<file path="config.mk">
export PLATFORM = sky130hd
export DESIGN_NAME = led_pattern_seq
export DESIGN_NICKNAME = d
export VERILOG_FILES = /design/src/rtl/led_pattern_seq_pkg.sv /design/src/rtl/led_pattern_seq_pwm_ch.sv /design/src/rtl/led_pattern_seq.sv
export SDC_FILE = /design/constraint.sdc
export NUM_CORES = 1
export LEC_CHECK = 0
export CAP_MARGIN = 10
export CORE_ASPECT_RATIO = 2
export CORE_MARGIN = 2
export CORE_UTILIZATION = 50
export CTS_CLUSTER_DIAMETER = 120
export DETAILED_ROUTE_END_ITERATION = 10
export GPL_ROUTABILITY_DRIVEN = 0
export GPL_TIMING_DRIVEN = 0
export PLACE_DENSITY = 0.67
export RECOVER_POWER = 50
export SLEW_MARGIN = 15
export SYNTH_ARGS = -nofsm -noshare
export SYNTH_HDL_FRONTEND = slang
export SYNTH_SLANG_ARGS = --single-unit
</file>
<file path="constraint.sdc">
create_clock -name xclk -period 13.2 [get_ports xclk]
set_clock_uncertainty 0.15 [all_clocks]
set_input_delay 3.96 -clock xclk [delete_from_list [all_inputs] [get_ports xclk]]
set_output_delay 3.96 -clock xclk [all_outputs]
set_load 0.05 [all_outputs]
</file>
<file path="src/rtl/led_pattern_seq_pkg.sv">
// Shared LED sequencer definitions: mode encodings, MiscReg field positions
// and the breathing-envelope helper.
package led_pattern_seq_pkg;

    typedef enum logic [3:0] {
        LED_MODE_OFF     = 4'd0,
        LED_MODE_ALT     = 4'd1,
        LED_MODE_SYNC    = 4'd2,
        LED_MODE_STEADY  = 4'd3,
        LED_MODE_BREATHE = 4'd4
    } led_mode_e;

    localparam int unsigned LED_MODE_LSB = 0;
    localparam int unsigned LED_MODE_MSB = 3;
    localparam int unsigned LED_BRI_LSB  = 4;
    localparam int unsigned LED_BRI_MSB  = 11;
    localparam int unsigned LED_RATE_LSB = 12;
    localparam int unsigned LED_RATE_MSB = 15;

    // Unassigned encodings fall back to OFF.
    function automatic led_mode_e led_mode_decode(input logic [3:0] raw);
        led_mode_e m;
        case (raw)
            4'd1:    m = LED_MODE_ALT;
            4'd2:    m = LED_MODE_SYNC;
            4'd3:    m = LED_MODE_STEADY;
            4'd4:    m = LED_MODE_BREATHE;
            default: m = LED_MODE_OFF;
        endcase
        return m;
    endfunction

    // Triangle envelope over one phase revolution, scaled by brightness.
    function automatic logic [7:0] breathe_duty(input logic [7:0] phase,
                                                input logic [7:0] bri);
        logic [7:0]  env;
        logic [15:0] prod;
        env  = phase[7] ? {~phase[6:0], 1'b0} : {phase[6:0], 1'b0};
        prod = 16'(env) * 16'(bri);
        return prod[15:8];
    endfunction

endpackage

</file>
<file path="src/rtl/led_pattern_seq_pwm_ch.sv">
// One PWM LED channel: duty compare against the shared PWM counter,
// followed by the registered LED drive.
module led_pwm_ch #(
    parameter int unsigned W = 8
) (
    input  logic         clk,
    input  logic         rst_n,
    input  logic [W-1:0] i_pwm_cnt,
    input  logic [W-1:0] i_duty,
    output logic         o_led
);

    logic w_on;
    logic r_led;

    // Full-scale duty is forced fully on; a plain compare would leave one
    // dark slot per period.
    assign w_on = (i_duty == '1) || (i_pwm_cnt < i_duty);

    always_ff @(posedge clk or negedge rst_n) begin
        if (!rst_n) begin
            r_led <= 1'b0;
        end else begin
            r_led <= w_on;
        end
    end

    assign o_led = r_led;

endmodule

</file>
<file path="src/rtl/led_pattern_seq.sv">
// Registered red/green LED pattern sequencer driven by the pifctl MiscReg:
// prescaled phase accumulator, free-running PWM and per-mode duty selection.
module led_pattern_seq
    import led_pattern_seq_pkg::*;
#(
    parameter int unsigned PRESC_DIV = 24000,
    parameter int unsigned PWM_W     = 8
) (
    input  logic        xclk,
    input  logic        sys_rst,
    input  logic [31:0] misc_reg,
    output logic        ledr_o,
    output logic        ledg_o,
    output logic        tick_o,
    output logic [7:0]  phase_o
);

    localparam int unsigned         PRE_W    = $clog2(PRESC_DIV);
    localparam logic [PRE_W-1:0]    PRE_LAST = PRE_W'(PRESC_DIV - 1);

    logic [3:0]       r_mode_q;
    logic [PWM_W-1:0] r_bri_in_q;
    logic [3:0]       r_rate_q;
    logic [PRE_W-1:0] r_pre_cnt;
    logic [7:0]       r_phase;
    logic [PWM_W-1:0] r_pwm_cnt;
    logic [PWM_W-1:0] r_bri_q;

    logic [3:0]       w_mode_in;
    led_mode_e        w_mode;
    logic             w_restart;
    logic             w_tick;
    logic [PRE_W-1:0] w_pre_nxt;
    logic [7:0]       w_phase_nxt;
    logic [PWM_W-1:0] w_duty_r;
    logic [PWM_W-1:0] w_duty_g;
    logic             w_unused_hi;

    assign w_mode_in   = misc_reg[LED_MODE_MSB:LED_MODE_LSB];
    assign w_unused_hi = ^misc_reg[31:16];

    always_ff @(posedge xclk or negedge sys_rst) begin
        if (!sys_rst) begin
            r_mode_q   <= '0;
            r_bri_in_q <= '0;
            r_rate_q   <= '0;
            r_pre_cnt  <= '0;
            r_phase    <= '0;
            r_pwm_cnt  <= '0;
            r_bri_q    <= '0;
        end else begin
            r_mode_q   <= w_mode_in;
            r_bri_in_q <= misc_reg[LED_BRI_MSB:LED_BRI_LSB];
            r_rate_q   <= misc_reg[LED_RATE_MSB:LED_RATE_LSB];
            r_pre_cnt  <= w_pre_nxt;
            r_phase    <= w_phase_nxt;
            r_pwm_cnt  <= r_pwm_cnt + PWM_W'(1);
            if (r_pwm_cnt == '1) begin
                r_bri_q <= r_bri_in_q;
            end
        end
    end

    // The restart is detected as the new mode is being sampled, so it lands
    // on the same edge as the mode register update and overrides a tick.
    always_comb begin
        w_mode      = led_mode_decode(r_mode_q);
        w_restart   = (w_mode_in != r_mode_q);
        w_tick      = (r_pre_cnt == PRE_LAST);
        w_pre_nxt   = r_pre_cnt + PRE_W'(1);
        w_phase_nxt = r_phase;
        w_duty_r    = '0;
        w_duty_g    = '0;

        if (w_restart) begin
            w_pre_nxt   = '0;
            w_phase_nxt = '0;
        end else if (w_tick) begin
            w_pre_nxt   = '0;
            w_phase_nxt = r_phase + 8'(r_rate_q) + 8'd1;
        end

        case (w_mode)
            LED_MODE_ALT: begin
                if (r_phase[7]) begin
                    w_duty_g = r_bri_q;
                end else begin
                    w_duty_r = r_bri_q;
                end
            end
            LED_MODE_SYNC: begin
                if (!r_phase[7]) begin
                    w_duty_r = r_bri_q;
                    w_duty_g = r_bri_q;
                end
            end
            LED_MODE_STEADY: begin
                w_duty_r = r_bri_q;
                w_duty_g = r_bri_q;
            end
            LED_MODE_BREATHE: begin
                w_duty_r = breathe_duty(r_phase, r_bri_q);
                w_duty_g = w_duty_r;
            end
            default: begin
                w_duty_r = '0;
                w_duty_g = '0;
            end
        endcase
    end

    led_pwm_ch #(.W(PWM_W)) u_red (
        .clk       (xclk),
        .rst_n     (sys_rst),
        .i_pwm_cnt (r_pwm_cnt),
        .i_duty    (w_duty_r),
        .o_led     (ledr_o)
    );

    led_pwm_ch #(.W(PWM_W)) u_green (
        .clk       (xclk),
        .rst_n     (sys_rst),
        .i_pwm_cnt (r_pwm_cnt),
        .i_duty    (w_duty_g),
        .o_led     (ledg_o)
    );

    assign tick_o  = w_tick;
    assign phase_o = r_phase;

endmodule

</file>
After elaboration in Yosys (flattened, before gate mapping):

Index checks and enable logic that the tools add are counted.

* register bits: 57
* latch bits: 0
* memory bits (writable): 0
* ROM bits: 0
* output and inout bits: 11
* word-level logic and storage cells: 44
* memories: 0

* $add $sub $neg: 4
* multipliers: 1
* divide/modulo/power cells: 0
* $lt $le $gt $ge: 2
* eq/ne operators: 13
* shift-type cells: 0
* mux-type cells: 10
* bitwise gates (word level): 1
* reductions and logical operators: 4

Operator list (count)
* two-way mux 8 bit: 5
* one-hot mux 8 bit (4 select lines): 1
* two-way mux 15 bit: 2
* == test 8 bit, second input constant: 3
* one-hot mux 8 bit (3 select lines): 1
* adder 8 x 1 -> 8 bit, second input constant: 2
* == test 4 x 2 -> 1 bit, second input constant: 4
* < comparator 8 bit: 2
* multiplier 8 x 8 -> 16 bit: 1
* adder 15 x 1 -> 15 bit, second input constant: 1
* == test 15 bit, second input constant: 1
* one-hot mux 3 bit (4 select lines): 1
* adder 8 x 4 -> 8 bit: 1
* == test 4 x 1 -> 1 bit, second input constant: 2
* == test 4 x 3 -> 1 bit, second input constant: 2
* inverter 7 bit: 1
* != test 4 bit: 1
* logical OR 1 bit: 2
* nonzero test 2 bit: 1
* OR reduction 2 bit: 1

Longest topological paths before layout:

Gate-level depths: netlist of run 1.

* depth in word-level cells: 7
* mapped depth: 25

Modules after synthesis:

From an unflattened synthesis of run 1, not the netlist that was laid out.

* cell total of the unflattened synthesis: 533
* area, all modules: 4988.5 um^2

By module, submodules not included
* led_pattern_seq: instances 1, cells each 477, area an instance 4529.3 um^2, seq. area each 1376.3 um^2
* led_pwm_ch at u_green: instances 1, cells each 28, area an instance 235.2 um^2, seq. area each 25.0 um^2
* led_pwm_ch at u_red: instances 1, cells each 28, area an instance 224.0 um^2, seq. area each 25.0 um^2

Least setup slack after synthesis of run 1:

OpenSTA, ideal clock, no wires.

* kind: register to register
* start point: register r_phase[7], in the netlist phase_o[7]
* end point: register u_red.r_led, in the netlist u_red.o_led
* setup time: 66 ps
* arrival: 6266 ps
* data required time: 12984 ps
* path slack: 6719 ps
* cell stages (with the launch flop): 22
* path buffers: 2
* cells stage by stage: dfrtp_1 -> buf_6 -> xor2_1 -> nand2_1 -> fa_1 -> fa_1 -> fa_1 -> fa_1 -> inv_1 -> ha_1 -> buf_6 -> o21a_1 -> or2_1 -> a31o_1 -> o21a_1 -> a311o_1 -> xor2_1 -> a22oi_1 -> ha_1 -> a2111o_1 -> o22ai_1 -> a31o_1

* longest elaborated chain between the ends: 5
* elaborated cells between the ends (all ways): 7
* classes of those cells: mul (1); order compare (1); eq/ne (1); mux (3); reduce/logical (1)

RTL lines
* from (decl): line led_pattern_seq.sv:25 `logic [7:0] r_phase;`
* from (signal assigned): line led_pattern_seq.sv:56 `r_phase <= w_phase_nxt;`
* two-way mux 8 bit: line led_pattern_seq_pkg.sv:38 `env = phase[7] ? {~phase[6:0], 1'b0} : {phase[6:0], 1'b0};`
* multiplier 8 x 8 -> 16 bit: line led_pattern_seq_pkg.sv:39 `prod = 16'(env) * 16'(bri);`
* one-hot mux 8 bit (3 select lines) *: line led_pattern_seq.sv:83 `case (w_mode)`
* < comparator 8 bit or == test 8 bit (tied branches): line led_pattern_seq_pwm_ch.sv:18 `assign w_on = (i_duty == '1) || (i_pwm_cnt < i_duty);`
* logical OR 1 bit *: line led_pattern_seq_pwm_ch.sv:18
* net u_red.w_on: line led_pattern_seq_pwm_ch.sv:13 `logic w_on;`
* to (signal assigned): line led_pattern_seq_pwm_ch.sv:24 `r_led <= w_on;`
* to (decl): line led_pattern_seq_pwm_ch.sv:14 `logic r_led;`

The timed path passes the listed nets; every way through them passes the cells marked *.
A chain may end at the register's enable or synchronous reset.

Worst setup path in the final report of run 1:

Same ends and word-level chain as after synthesis.

==> results of run 1 <==
logic make-up (layout without fill, tap and decap cells):
| family | Yosys count | count (layout) |
|---|---|---|
| AND/OR/NAND/NOR | 164 | 164 |
| adder cells (fa/ha/maj) | 82 | 82 |
| buffers and inverters | 67 | 111 |
| AO/OA/AOI/OAI | 64 | 64 |
| flip-flops | 57 | 57 |
| XOR/XNOR | 43 | 43 |
| multiplexers | 11 | 11 |
Yosys cell counts, types with 4 or more instances:
master	count	area (sq um)
a21o_1	4	30.0
a21oi_1	22	110
a22oi_1	7	52.6
a31oi_1	4	25.0
and2_1	32	200
and3_1	6	37.5
clkbuf_1	11	41.3
dfrtp_1	57	1430
fa_1	30	601
ha_1	52	651
inv_1	50	188
mux2_2	9	101
nand2_1	38	143
nand2b_1	5	31.3
nand3_1	14	70.1
nand4_1	6	37.5
nor2_1	35	131
nor2b_1	5	31.3
nor3_1	5	25.0
o21a_1	5	37.5
o21ai_0	4	20.0
xnor2_1	19	166
xor2_1	22	193
cell type report:
class,count,share of cell area
tap,104,0.0236
clock inverter,2,0.00635
timing repair buffer,28,0.0497
sequential,57,0.259
buffer,17,0.0145
clock buffer,14,0.0497
inverter,50,0.0340
multi-input combinational,364,0.563
power breakdown:
part	leakage (nW)	internal (W)	switching, W	total (W)
Clock	0.153	0.000161	0.0000754	0.000236
Sequential	0.745	0.000178	0.00000171	0.000179
Combinational	1.71	0.00000629	0.00000885	0.0000151
layer usage:
layer / share of wire / global-route usage
met1: 0.37 / 0.218
met2: 0.56 / 0.387
met3: 0.025 / 0.0375
met4: 0.040 / 0.115
met5: 0 / 0
worst paths after layout:
path                       slack [ns]       endpoint
max                              6.32    u_red.o_led
min                              0.32     r_bri_q[1]
max reg2reg                      6.32    u_red.o_led
min reg2reg                      0.32     r_bri_q[1]
max in group asynchronous        6.73   r_pre_cnt[3]
min in group asynchronous        4.46  r_bri_in_q[4]
sequential cells by signal, summed over array words and instances, names as in the netlist:
| signal | cells |
|---|---|
| r_pwm_cnt | 8 |
| r_bri_in_q | 8 |
| r_bri_q | 8 |
| u_red.o_led | 1 |
| u_green.o_led | 1 |
| r_rate_q | 4 |
| r_pre_cnt | 15 |
| r_mode_q | 4 |
| phase_o | 8 |
stage by stage:
step                cell area [sq um]  total power [W]  instances  hold slack (ns)
finish                           5510         0.000431        636            0.323
global route                     5510         0.000445        636            0.335
CTS                              5520         0.000437        636            0.325
detailed placement               5210         0.000199        620            0.314
global placement                 5210         0.000199        620            0.309
floorplan                        4800         0.000188        488            0.300
==> results.tsv, run 1 <==
stage	metric	value	unit
outcome	status	finished with violations	
outcome	violations	max-capacitance violations, max-slew violations	
sta	relSlewSlack	-1.01	
setup_path	arrival	6.98	ns
clocking	cts_tree	built	
layout	drive_gt1_frac	0.0639	
setup_path	end_kind	flop	
global_routing	grt_pass1_wl	16700	um
setup_path	cp_num_buf_inv	3	
drt	wire_per_inst	15.8	um
power_and_ir_drop	powerDensity	78.1	mW/mm^2
setup_path	cp_max_fo	10	
clocking	cts_root_buffer	clkbuf_16	
layout	seq_area	0.00143	sq mm
sta	drv_slew	58	
logic_synthesis	syn_area_per_cell	9.84	sq um
clocking	h-tree-depth	3	
floorplan	io_pins	45	
sta	post-route-min-period	6.88	ns
logic_synthesis	synth_simple_gate_area_frac	0.181	
drt	dr.pass1.iters	4	
power_and_ir_drop	p_leak	2.61	nW
sta	fin_ws	6.32	ns
floorplan	die_y	143	um
clocking	cts_buffers	9	
sta	setup_viol_count_final	0	
clocking	cts_resized	0	
placement	hpwl	7980	um
clocking	cts.path.max_buffers	2	
sta	max_freq	145	MHz
clocking	cts_hold_buf	0	
logic_synthesis	synth_top_family_by_area	adder cells	
layout	num_antenna_cells	0	
setup_path	path_common_cell	fa_1	
layout	final_nets	643	
sta	fin_crit_sh	0.521	
setup_path	cpPeakStageDelay	0.57	ns
logic_synthesis	ys.flop_type	dfrtp_1	
logic_synthesis	synth_fp_nets	604	
floorplan	start_util	0.515	
global_routing	grt-ovfl-total	0	
logic_synthesis	synth-async-reset-ratio	1.00	
floorplan	dieArea	0.0104	sq mm
setup_path	critPathKind	reg2reg	
floorplan	num_rows	50	
floorplan	coreArea	0.00932	sq mm
setup_path	rr_startpoint	phase_o[7]	
drt	vias_per_cell	5.58	
logic_synthesis	synth.mux.area_fraction	0.0253	
logic_synthesis	synth_seq_cells	57	
setup_path	required	13.30	ns
layout	area_growth	14.9	%
drt	route.detailed.drc	0	
layout	layout_commonest_cell	dfrtp_1	
logic_synthesis	syn_area	0.00480	sq mm
sta	rsz0062_at_grt	no	
logic_synthesis	synth-adder-area-share	0.261	
logic_synthesis	synth_cells	488	
global_routing	grt_max_degree	58	
placement	io_buffers	28	
drt	totalWireLength	10100	um
setup_path	worstSetupStartpoint	phase_o[7]	
min_path	min_from	r_bri_in_q[1]	
logic_synthesis	synth_compound_area_frac	0.0936	
run	drv_cap	1	
layout	multi_input_area	0.00311	sq mm
placement	pre_cts_slack	6.38	ns
floorplan	die_w	73.3	um
setup_path	worst_path_max_delay_cell	xor2_1	
layout	layout_common_cells	dfrtp_1, ha_1, inv_1, nand2_1, nor2_1	
clocking	clkLatencyLatePin	0.33	ns
clocking	cts_setup_buffers	0	
min_path	hold_class	reg2reg	
sta	tns	0	ns
layout	post-route-util	0.592	
logic_synthesis	synth-warning-count	0	
drt	postRouteAntennaNets	0	
clocking	clk_pin_slew	0.05	ns
global_routing	grt_usage	0.211	
logic_synthesis	synth-xor-area-share	0.0863	
setup_path	r2r_cells	21	
drt	vias	3546	
setup_path	cp_top_family	adder cells	
drt	drt_iter0_markers	109	
logic_synthesis	seq_area_frac_synth	0.297	
global_routing	grt_pass1_vias	3694	
sta	worst_slew_pin_slew	3.01	ns
setup_path	crit_chain	buf_6, xor2_1, nand2_1, fa_1, fa_1, fa_1, fa_1, inv_1, ha_1, buf_6, o21a_1, or2_1, a31o_1, o21a_1, a311o_1, xor2_1, a22oi_1, ha_1, a2111o_1, o22ai_1, a31o_1	
sta	hold_violations	0	
clocking	cts.sinks	57	
global_routing	antenna_found_initial	0	
power_and_ir_drop	vdd_drop_max	0.0959	mV
logic_synthesis	ys_types	55	
layout	fillers	801	
setup_path	startpoint_type	flop	
logic_synthesis	synth_edf_count	0	
setup_path	worst-path-stages	21	
min_path	whs_path_depth	1	
No activity file was read; power rests on OpenSTA's default activity.
==> inputs of run 2 (changes only) <==
==> constraint.sdc (replaced) <==
create_clock -name xclk -period 6.8 [get_ports xclk]
set_clock_uncertainty 0.15 [all_clocks]
set_input_delay 2.04 -clock xclk [delete_from_list [all_inputs] [get_ports xclk]]
set_output_delay 2.04 -clock xclk [all_outputs]
set_load 0.05 [all_outputs]
==> run 2 against run 1 <==
Net effect:
- the run still ends with max-capacitance violations, max-slew violations left
- cell count increased by 1.3%
- die area unchanged
- clock power increased by 94%
- maximum frequency increased by 5.3%
- count of clock-buffer cells in the layout unchanged
- non-clock buffer count increased by 8
- total power increased by 94%
- critical path type unchanged
- critical endpoint unchanged
==> results.tsv, run 2 (synthesis results as in run 1) <==
stage	metric	value	unit	change
sta	rsz0062_at_grt	no		
drt	wire_per_inst	15.9	um	+0.62%
placement	hpwl	7980	um	unchanged
clocking	cts.sinks	57		unchanged
clocking	clk_pin_slew	0.05	ns	about the same
global_routing	grt_max_degree	58		unchanged
floorplan	die_w	73.3	um	unchanged
floorplan	die_y	143	um	unchanged
clocking	cts_buffers	9		unchanged
setup_path	end_kind	flop		
floorplan	start_util	0.515		unchanged
layout	num_antenna_cells	0		unchanged
power_and_ir_drop	vdd_drop_max	0.186	mV	+94%
layout	final_nets	651		+1.2%
sta	hold_ws	0.323	ns	-0.000422 ns
sta	tns	0	ns	unchanged
power_and_ir_drop	powerDensity	147	mW/mm^2	+88%
layout	layout_commonest_cell	dfrtp_1		
setup_path	cp_max_fo	10		unchanged
setup_path	worst_path_max_delay_cell	fa_1		
clocking	h-tree-depth	3		unchanged
layout	drive_gt1_frac	0.0889		+0.0250
sta	worst_slew_pin_slew	3.00	ns	-0.00733 ns
sta	fin_crit_sh	0.962		+0.440
layout	top_register	r_pre_cnt		
setup_path	cp_top_family	adder cells		
drt	dr.pass1.iters	4		unchanged
setup_path	cp_num_buf_inv	2		-1
sta	hold_violations	0		unchanged
power_and_ir_drop	p_leak	2.66	nW	+1.9%
clocking	cts_root_buffer	clkbuf_16		
clocking	cts.path.max_buffers	2		unchanged
setup_path	critPathKind	reg2reg		
clocking	clkLatencyLatePin	0.33	ns	about the same
drt	totalWireLength	10300	um	+1.9%
drt	vias	3612		+1.9%
setup_path	worst-path-stages	20		-4.8%
global_routing	grt_pass1_wl	16800	um	+0.24%
placement	place_area	0.00521	sq mm	unchanged
layout	layout_common_cells	dfrtp_1, ha_1, inv_1, nand2_1, nor2_1		
global_routing	antenna_found_initial	0		unchanged
sta	post-route-min-period	6.54	ns	-0.343 ns
outcome	status	finished with violations		
global_routing	grt_pass1_vias	3700		+0.16%
floorplan	io_pins	45		unchanged
setup_path	path_common_cell	fa_1		
floorplan	num_rows	50		unchanged
floorplan	coreArea	0.00932	sq mm	unchanged
drt	route.detailed.drc	0		unchanged
setup_path	r2r_cells	20		-4.8%
placement	io_buffers	28		unchanged
drt	postRouteAntennaNets	0		unchanged
floorplan	dieArea	0.0104	sq mm	unchanged
sta	max_freq	153	MHz	+5.3%
setup_path	arrival	6.64	ns	-0.34 ns
clocking	cts_tree	built		
setup_path	crit_chain	buf_12, xor2_2, nand2_1, fa_1, fa_1, fa_1, fa_1, inv_1, ha_1, o21a_1, or2_1, a31o_1, o21a_1, a311o_1, xor2_2, a22oi_1, ha_1, a2111o_1, o22ai_1, a31o_1		
clocking	cts_hold_buf	0		unchanged
setup_path	required	6.90	ns	-6.40 ns
min_path	hold_class	reg2reg		
sta	setup_viol_count_final	0		unchanged
drt	drt_iter0_markers	115		+5.5%
layout	fin_area	0.00567	sq mm	+2.9%
layout	largest_reg_flops	15		unchanged
outcome	violations	max-capacitance violations, max-slew violations		
global_routing	grt_usage	0.211		+0.000381
min_path	whs_path_depth	1		unchanged
sta	relSlewSlack	-1.00		+0.00488
run	drv_cap	1		unchanged
sta	drv_slew	58		unchanged
setup_path	cpPeakStageDelay	0.55	ns	-0.02 ns
layout	area_growth	18.2	%	
drt	vias_per_cell	5.61		+0.60%
setup_path	startpoint_type	flop		
global_routing	grt-ovfl-total	0		unchanged
[run 2: cell count changes in the layout (fill, tap and decap cells not counted)]
cell       before  now
xor2_4          2    6
xor2_1         22   16
xor2_2          0    2
buf_6           2    1
buf_4           0    8
a2111oi_0       1    0
buf_12          0    1
a2111oi_1       0    1
[run 2: area by class of cell]
cell class	instances	area (sq um)
inverter	50	188
sequential	57	1430
fill	772	3650
timing repair buffer	36	334
buffer	17	88.8
tap	104	130
multi-input combinational	364	3200
clock inverter	2	35.0
clock buffer	14	274
[run 2: report_power, final]
group	internal (W)	switching [W]
Combinational	0.0000122	0.0000173
Clock	0.000312	0.000145
Sequential	0.000345	0.00000334
Total	0.000670	0.000165
[run 2: path summary, 6_finish.rpt]
kind,start,end,slack [ns]
setup / recovery,phase_o[7],u_red.o_led,0.26
hold reg to reg,r_bri_in_q[3],r_bri_q[3],0.32
hold / removal,r_bri_in_q[3],r_bri_q[3],0.32
min in group asynchronous,sys_rst,r_bri_in_q[4],2.54
max in group asynchronous,sys_rst,r_pre_cnt[3],2.26
setup reg to reg,phase_o[7],u_red.o_led,0.26
[run 2: stage by stage]
step	std cells	power, W	setup slack, ns	utilization
after floorplan	488	0.000365	0.319	-
after global placement	620	0.000385	0.0123	0.559
after detailed placement	620	0.000386	-0.0200	0.559
after CTS	636	0.000848	0.0211	0.594
after global routing	644	0.000865	0.0316	0.609
final	644	0.000835	0.262	0.609
[run 2: per-layer routing]
layer	vias up	track usage	routed length (um)
li1	1725	-	-
met1	1785	0.219	3850
met2	77	0.387	5760
met3	25	0.0375	271
met4	0	0.115	379
met5	-	0	0
[run 2: timing repair]
action / CTS / global route
pin swaps: 0 / 2
cloned: 0 / 0
buffers inserted: 0 / 8
endpoints found under the setup margin: 2 / 2
resized for setup: 3 / 10
==> inputs of run 3 (changes only) <==
--- a/config.mk
+++ b/config.mk
@@ -7,7 +7,7 @@
 export LEC_CHECK = 0
 export CAP_MARGIN = 10
 export CORE_ASPECT_RATIO = 2
-export CORE_MARGIN = 2
+export CORE_MARGIN = 10
 export CORE_UTILIZATION = 50
 export CTS_CLUSTER_DIAMETER = 120
 export DETAILED_ROUTE_END_ITERATION = 10
==> run 3 against run 2 <==
Net effect:
- the flow still finishes with violations (max-capacitance violations, max-slew violations)
- hold slack improved by 0.0026 ns
- via count decreased by 0.66%
- sequential share of layout area increased by 0.072 points
- setup slack improved by 0.0091 ns
- critical path depth increased by 1
- core utilization decreased by 0.58 points
- sequential power about the same
- largest cell class unchanged
- largest power group unchanged
==> results.tsv, run 3 (synthesis results as in run 1) <==
stage	metric	value	unit	change
global_routing	antenna_found_initial	0		unchanged
sta	fin_ws	0.271	ns	+0.00910 ns
layout	fillers	817		+5.8%
setup_path	path_common_cell	fa_1		
layout	top_register	r_pre_cnt		
setup_path	critPathKind	reg2reg		
power_and_ir_drop	clkPwrFrac	0.527		-0.020
global_routing	grt-ovfl-total	0		unchanged
setup_path	startpoint_type	flop		
floorplan	die_y	159	um	+11%
sta	drv_slew	58		unchanged
global_routing	grt_max_degree	58		unchanged
sta	max_freq	153	MHz	+0.14%
drt	drt-met1-wl	3810	um	-1.2%
power_and_ir_drop	vdd_drop_max	0.257	mV	+38%
setup_path	crit_chain	buf_12, xor2_4, nand2_1, fa_1, fa_1, fa_1, fa_1, inv_1, ha_1, buf_6, o21a_1, or2_1, a31o_1, o21a_1, a311o_1, xor2_1, a22oi_1, ha_1, a2111o_1, o22ai_1, a31o_1		
sta	setup_viol_count_final	0		unchanged
clocking	cts_buffers	9		unchanged
floorplan	num_rows	50		unchanged
drt	vias	3588		-0.66%
power_and_ir_drop	powerDensity	141	mW/mm^2	-4.0%
drt	wl_met3	245	um	-9.6%
power_and_ir_drop	p_leak	2.66	nW	+0.12%
power_and_ir_drop	swShare	0.204		+0.00627
drt	dr.pass1.iters	4		unchanged
outcome	status	finished with violations		
setup_path	worst_path_max_delay_cell	fa_1		
global_routing	grt_pass1_vias	3890		+5.1%
drt	totalWireLength	10400	um	+1.6%
power_and_ir_drop	switchingPower	0.000163	W	-1.2%
drt	route.detailed.drc	0		unchanged
drt	wire_per_inst	16.1	um	+1.3%
drt	wl_met2	6030	um	+4.6%
power_and_ir_drop	seqPwrFrac	0.436		+0.019
setup_path	cpPeakStageDelay	0.58	ns	+0.03 ns
placement	hpwl	8200	um	+2.8%
layout	area_growth	17.9	%	
clocking	cts_tree	built		
setup_path	required	6.90	ns	about the same
layout	num_antenna_cells	0		unchanged
sta	post-route-min-period	6.53	ns	-0.00910 ns
global_routing	grt_pass1_wl	17900	um	+6.8%
sta	relSlewSlack	-0.973		+0.0274
sta	hold_violations	0		unchanged
placement	pre_cts_slack	-0.0621	ns	-0.0421 ns
setup_path	end_kind	flop		
outcome	violations	max-capacitance violations, max-slew violations		
setup_path	arrival	6.63	ns	about the same
placement	io_buffers	28		unchanged
drt	top_layer	met4		
min_path	hold_class	reg2reg		
layout	layout_commonest_cell	dfrtp_1		
floorplan	io_pins	45		unchanged
layout	layout_common_cells	dfrtp_1, ha_1, inv_1, nand2_1, nor2_1		
clocking	clkLatencyLatePin	0.32	ns	about the same
drt	postRouteAntennaNets	0		unchanged
setup_path	cp_num_buf_inv	3		+1
floorplan	start_util	0.512		-0.00343
global_routing	grt_usage	0.162		-0.0495
layout	drive_gt1_frac	0.0904		+0.00152
layout	largest_reg_flops	15		unchanged
clocking	h-tree-depth	3		unchanged
power_and_ir_drop	pwr-share-comb	0.037		+0.002
layout	final_nets	654		+0.46%
clocking	cts.path.max_buffers	2		unchanged
power_and_ir_drop	p_int	0.000636	W	-5.0%
clocking	cts_root_buffer	clkbuf_16		
sta	worst_slew_pin_slew	2.96	ns	-0.0411 ns
clocking	cts.sinks	57		unchanged
drt	drt_iter0_markers	177		+54%
clocking	clk_pin_slew	0.05	ns	about the same
drt	vias_per_cell	5.55		-0.97%
floorplan	dieArea	0.0142	sq mm	+36%
floorplan	die_w	89.3	um	+22%
sta	hold_ws	0.326	ns	+0.00257 ns
sta	fin_crit_sh	0.960		-0.00134
floorplan	coreArea	0.00938	sq mm	+0.67%
run	drv_cap	1		unchanged
setup_path	cp_max_fo	10		unchanged
setup_path	cp_top_family	adder cells		
[run 3: worst reg2reg max path, stage by stage, from the launching register on]
cell and delay (ns):
dfrtp_1 0.40, buf_12 0.21, xor2_4 0.25, nand2_1 0.12, fa_1 0.58, fa_1 0.47, fa_1 0.53, fa_1 0.55
inv_1 0.04, ha_1 0.29, buf_6 0.14, o21a_1 0.17, or2_1 0.24, a31o_1 0.23, o21a_1 0.24, a311o_1 0.41
xor2_1 0.25, a22oi_1 0.16, ha_1 0.33, a2111o_1 0.37, o22ai_1 0.16, a31o_1 0.17
[run 3: final cells by class]
class	instances	area, sq um	area share
plain buffers	17	88.8	0.0157
clock buffers	11	233	0.0411
clock inverters	4	45.0	0.00796
inverters	50	188	0.0332
multi-input cells	364	3190	0.564
flip-flops and latches	57	1430	0.252
well taps	104	130	0.0230
repair buffers	39	357	0.0630
[run 3: final timing paths]
path / from / end / slack [ns] / cells past startpoint
min reg2reg: r_bri_in_q[3] / r_bri_q[3] / 0.33 / 1
max: phase_o[7] / u_red.o_led / 0.27 / 21
min: r_bri_in_q[3] / r_bri_q[3] / 0.33 / 1
min in group asynchronous: sys_rst / r_pre_cnt[0] / 2.53 / 1
max reg2reg: phase_o[7] / u_red.o_led / 0.27 / 21
max in group asynchronous: sys_rst / r_bri_in_q[5] / 2.28 / 1
[run 3: power by group through the flow]
stage | sequential [W] | clock, W | combinational (W)
after global placement | 0.000354 | 0 | 0.0000320
after detailed placement | 0.000354 | 0 | 0.0000324
after CTS | 0.000348 | 0.000433 | 0.0000325
after floorplan | 0.000353 | 0 | 0.0000122
final | 0.000348 | 0.000421 | 0.0000294
after global routing | 0.000349 | 0.000445 | 0.0000331
[run 3: stage by stage]
stage	setup TNS, ns	total power (W)	cells	utilization	cell area, sq um
2_1_floorplan	0	0.000365	488	-	4800
3_3_place_gp	0	0.000386	620	0.555	5210
3_5_place_dp	-0.122	0.000386	620	0.555	5210
4_1_cts	0	0.000814	635	0.587	5510
5_1_grt	-0.00309	0.000827	646	0.603	5660
6_report	0	0.000799	646	0.603	5660
[run 3: layer usage]
metal | global-route usage | vias up
met2 | 0.298 | 52
met5 | 0 | -
met3 | 0.0297 | 26
met1 | 0.167 | 1767
li1 | - | 1743
met4 | 0.0777 | 0
[run 3: timing repair]
item                       in CTS  in global routing
pin swaps                       0                  4
hold buffers                    0                  0
setup buffers                   0                 11
setup endpoints to repair       2                  2
resized for setup               3                  9
hold endpoints to repair        0                  0
